==> src/rtl/seq_pipe_pkg.sv <==
// Shared types for the seq_pipe skid buffer.
// State encoding doubles as the occupancy count.
package seq_pipe_pkg;

  typedef enum logic [1:0] {
    EMPTY = 2'd0,
    ONE   = 2'd1,
    TWO   = 2'd2
  } skid_state_e;

  localparam logic [63:0] RST_DATA = 64'd0;

endpackage

==> src/rtl/seq_pipe_reg_en.sv <==
// Enabled data register, async active-high reset.
// Holds one skid buffer entry.
module seq_pipe_reg_en
  import seq_pipe_pkg::*;
#(
  parameter int nbits = 8
) (
  input  logic             clk,
  input  logic             reset,
  input  logic             en,
  input  logic [nbits-1:0] d,
  output logic [nbits-1:0] q
);

  always_ff @(posedge clk or posedge reset) begin
    if (reset) begin
      q <= RST_DATA[nbits-1:0];
    end else if (en) begin
      q <= d;
    end
  end

endmodule

==> src/rtl/seq_pipe_skid_buffer_2entry.sv <==
// Two-entry elastic skid buffer, FIFO order.
// Handshake outputs come only from registered state.
module seq_pipe_skid_buffer_2entry
  import seq_pipe_pkg::*;
#(
  parameter int nbits = 8
) (
  input  logic             clk,
  input  logic             reset,
  input  logic [nbits-1:0] in_,
  input  logic             in_val,
  output logic             in_rdy,
  output logic [nbits-1:0] out,
  output logic             out_val,
  input  logic             out_rdy,
  output logic [1:0]       count
);

  skid_state_e      state;
  skid_state_e      state_nxt;
  logic             in_fire;
  logic             out_fire;
  logic             main_en;
  logic             skid_en;
  logic [nbits-1:0] main_d;
  logic [nbits-1:0] main_q;
  logic [nbits-1:0] skid_q;

  assign in_rdy   = (state != TWO) & ~reset;
  assign out_val  = (state != EMPTY);
  assign out      = main_q;
  assign count    = state;
  assign in_fire  = in_val & in_rdy;
  assign out_fire = out_val & out_rdy;

  // Head refills from skid only when draining out of TWO
  assign main_d = (state == TWO) ? skid_q : in_;

  always_comb begin
    state_nxt = state;
    main_en   = 1'b0;
    skid_en   = 1'b0;
    unique case (state)
      EMPTY: begin
        if (in_fire) begin
          main_en   = 1'b1;
          state_nxt = ONE;
        end
      end
      ONE: begin
        case ({in_fire, out_fire})
          2'b11: main_en = 1'b1;
          2'b10: begin
            skid_en   = 1'b1;
            state_nxt = TWO;
          end
          2'b01: state_nxt = EMPTY;
          default: state_nxt = ONE;
        endcase
      end
      TWO: begin
        if (out_fire) begin
          main_en   = 1'b1;
          state_nxt = ONE;
        end
      end
      default: state_nxt = EMPTY;
    endcase
  end

  always_ff @(posedge clk or posedge reset) begin
    if (reset) begin
      state <= EMPTY;
    end else begin
      state <= state_nxt;
    end
  end

  seq_pipe_reg_en #(.nbits(nbits)) u_main (
    .clk   (clk),
    .reset (reset),
    .en    (main_en),
    .d     (main_d),
    .q     (main_q)
  );

  seq_pipe_reg_en #(.nbits(nbits)) u_skid (
    .clk   (clk),
    .reset (reset),
    .en    (skid_en),
    .d     (in_),
    .q     (skid_q)
  );

endmodule

==> config.mk <==
export PLATFORM = sky130hd
export DESIGN_NAME = seq_pipe_skid_buffer_2entry
export DESIGN_NICKNAME = d
export VERILOG_FILES = /design/src/rtl/seq_pipe_pkg.sv /design/src/rtl/seq_pipe_reg_en.sv /design/src/rtl/seq_pipe_skid_buffer_2entry.sv
export SDC_FILE = /design/constraint.sdc
export NUM_CORES = 1
export LEC_CHECK = 0
export BUFFER_PORTS_ARGS = -buffer_cell sky130_fd_sc_hd__buf_2
export CORE_UTILIZATION = 45
export CTS_BUF_LIST = sky130_fd_sc_hd__clkbuf_8 sky130_fd_sc_hd__clkbuf_16
export DETAILED_ROUTE_END_ITERATION = 7
export PLACE_DENSITY = 0.69
export SETUP_SLACK_MARGIN = 0.2
export SLEW_MARGIN = 0
export SYNTH_ARGS = -nofsm -noshare
export SYNTH_HDL_FRONTEND = slang
export SYNTH_HIERARCHICAL = 1
export SYNTH_SLANG_ARGS = --single-unit
export TNS_END_PERCENT = 10
==> constraint.sdc <==
create_clock -name clk -period 2.2 [get_ports clk]
set_clock_uncertainty 0.2 [all_clocks]
set_input_delay 0.11 -clock clk [delete_from_list [all_inputs] [get_ports clk]]
set_output_delay 0.11 -clock clk [all_outputs]
set_load 0.01 [all_outputs]
==> summary by stage <==
CTS
The root buffer selected by CTS is clkbuf_8. The clock transition time at the flip-flop clock pins of the worst setup and hold paths is 0.07 ns. The maximum count of clock buffers along a single path is 2. The TritonCTS clock tree is yes.

The clock latency on the worst-skew pair is 0.25 ns. The number of buffers added by the clock tree synthesis step is 3. The number of sinks on the clock net is 18. The number of H-tree branching levels is 1.

Placed design
OpenSTA, run right after detailed placement, puts the worst setup slack at -0.169 ns. The count of port buffers added during placement is 23. The placed wire-length estimate after detailed placement is 1.27 mm. The final weighted congestion of routability-driven global placement is 0.731.

Global routing
The number of global-route vias before repair is 678. The total congestion overflow is 0. The total global routing track utilization is 21.6%. The pin count of the biggest net entering global routing is 11. The first global-routing pass estimated 3.22 mm of wire. The number of antenna violations at the first check in global routing is 0.

STA
The final-layout setup total negative slack is 0 ns. Measured against its own limit, the worst slew margin works out to 75.9%. The count of endpoints failing hold in the final timing report is 0. The time the final worst path needs with I/O delays and setup is 2.12 ns. The final critical path takes up 96.4% of the cycle.

The worst hold margin is 0.0404 ns. The slew at the pin closest to its max-slew limit is 0.361 ns. The highest clock frequency the design can meet is 0.471 GHz.

The final count of pins violating max slew is 0. The slack of the critical path is 0.0785 ns. The number of setup violations in the final report is 0.

Setup repair after global routing could not meet its margin everywhere.

Pwr
The worst IR drop on VDD is 706 uV. Power comes to 1.55 mW. Dividing total power by cell area gives a power density of 1150 nW/um^2.

The static leakage is 0.648 nW.

Cells and area
In the final layout, the share of cells above drive strength 1 is 58.6%. The area taken by flip-flops and latches is 453 um^2. Counting the fill cells in the layout gives 137. The most frequent standard cell in the layout excluding fill and tap cells is buf_2.

In the layout the commonest cells are buf_2 (23), mux2_4 (16), dfrtp_1 (16). The number of diodes is 0. The multi-input combinational cells in the finished layout cover a total of 487 um^2. The area growth from synthesis to layout is 41.8%. After the last flow step, the layout net total stands at 126.

Drt
The total length of routed wires is 2.06 mm. In the routed design, unresolved DRC markers number 0. Before antenna repair, the detailed router went through 3 iterations.

The total number of vias is 689. The post-detailed-route count of antenna-violating nets is 0. Dividing the detail-routed via count by the number of cells gives 4.99. The average routed wire per standard cell is 14.9 um. The first routing iteration left 20 violations.

Die
The floorplan step set the die width to 48.1 um. The number of placement rows is 16. The number of I/O pins is 24. In this run the vertical extent of the chip is 48.1 um. The initial core utilization is 48.2%. The die footprint is 2310 um^2. The core footprint is 1980 um^2.

Critical path
The number of buffers and inverters on the critical path is 2. On the worst path, the slowest cell contributes a delay of 0.43 ns. The startpoint kind of the worst setup timing path is a flop. The dominant delay contributor by cell family on the critical path is flip-flops. The worst setup path is of the reg2reg kind. The type of destination of the critical path is a flop. The arrival time of data at the critical path endpoint is 2.06 ns. The signal on the critical path passes through or2b_1 -> and3_4 -> buf_6 -> ha_4 -> nand2_1 -> o211ai_1 -> clkbuf_16 -> mux2_4.

The required time at the endpoint of the critical path is 2.14 ns. The maximum fanout along the worst path is 8. Among all stages on the critical path, the largest delay is contributed by dfrtp_2.

Synthesis
The distinct cell type count of the synthesized netlist is 18. The flop and latch count out of synthesis is 18. The number of nets produced by synthesis is 81. The synthesized instance count is 67. The warning count from the yosys run is 6. A synthesized cell averages 14.2 um^2. For this run, asynchronously set or reset flops after synthesis account for 100%.

The most used flip-flop cell after synthesis is dfrtp_1. Counting flops with a built-in enable in the synthesized netlist gives 0. The cell area after technology mapping is 955 um^2. For this run, the register share of the synthesized area comes to 47.2%.

Outcome
The flow ran to the end, and the final reports show no timing, DRC or antenna violations.

Hold path
The min-delay analysis places its worst path in the category in2reg.

Run
Max-cap violations in this run came to 0.
## final timing paths
check / cells after the start / start / slack (ns) / endpoint
worst max-delay path: 8 / count[1] / 0.08 / u_main/q[1]
worst min-delay path: 3 / reset / 0.04 / count[0]
worst max register to register: 8 / count[1] / 0.08 / u_main/q[1]
worst min register to register: 1 / u_main/q[7] / 0.31 / u_main/q[7]
max in group asynchronous: 3 / reset / 1.30 / u_main/q[2]
min in group asynchronous: 3 / reset / 0.19 / u_skid/q[3]
## repair_timing
| item | in CTS | in global routing |
|---|---|---|
| setup endpoints to repair | 16 | 16 |
| hold endpoints to repair | 28 | 0 |
| buffers inserted | 1 | 0 |
| hold buffers | 12 | 0 |
| pin swaps | 2 | 1 |
| resized for setup | 8 | 1 |
## sequential cells by signal, summed over array words and instances (netlist names)
register  flops
u_skid/q      8
count         2
u_main/q      8
## area by class of cell
cell class                 instances  share of cell area [%]
clock buffer                       3                    3.05
clock inverter                     1                   0.277
inverter                           4                    1.11
multi-input combinational         42                    36.0
sequential                        18                    33.5
tap                               27                    2.50
timing repair buffer              43                    23.7
## Yosys cell counts, drive strengths merged, types with 2 or more instances
cell | number | area, um^2
mux2 | 24 | 330
dfrtp | 18 | 450
inv | 4 | 15.0
buf | 3 | 33.8
nand2 | 3 | 11.3
ha | 2 | 25.0
nor2 | 2 | 7.51
nor2b | 2 | 12.5
## power breakdown
part           switching [mW]  leakage [nW]  internal, mW
Clock                   0.103        0.0269         0.124
Sequential             0.0931         0.214         0.498
Combinational           0.276         0.407         0.456
Total                   0.473         0.648          1.08
## routing by layer
layer | GRT usage [%] | up-vias | routed length [um]
li1 | - | 326 | -
met1 | 27.4 | 344 | 979
met2 | 35.1 | 15 | 973
met3 | 2.26 | 4 | 53
met4 | 13.3 | 0 | 53
met5 | 0 | - | 0
## cell families (layout without fill, tap and decap cells)
| logic type | count (synthesis) | count (layout) | share of synthesized area, % |
|---|---|---|---|
| and+or+nand+nor | 13 | 13 | 7.87 |
| AOI/OAI and AO/OA | 3 | 3 | 2.62 |
| buffers and inverters | 7 | 51 | 5.11 |
| muxes | 24 | 24 | 34.6 |
| DFF | 18 | 18 | 47.2 |
| adders and majority gates | 2 | 2 | 2.62 |
## worst reg2reg max path: stages (launching register included)
cell and delay [ns]:
dfrtp_2 0.43, or2b_1 0.18, and3_4 0.19, buf_6 0.09
ha_4 0.12, nand2_1 0.05, o211ai_1 0.22, clkbuf_16 0.22
mux2_4 0.31
## per-stage QoR
| stage | std cells | utilization, % | instance area (um^2) |
|---|---|---|---|
| after global placement | 121 | 57.6 | 1140 |
| final | 138 | 68.3 | 1350 |
| after CTS | 138 | 68.7 | 1360 |
| after floorplan | 67 | - | 962 |
| after detailed placement | 121 | 57.6 | 1140 |
| after global routing | 138 | 68.3 | 1350 |
No activity file was read; power rests on OpenSTA's default activity.
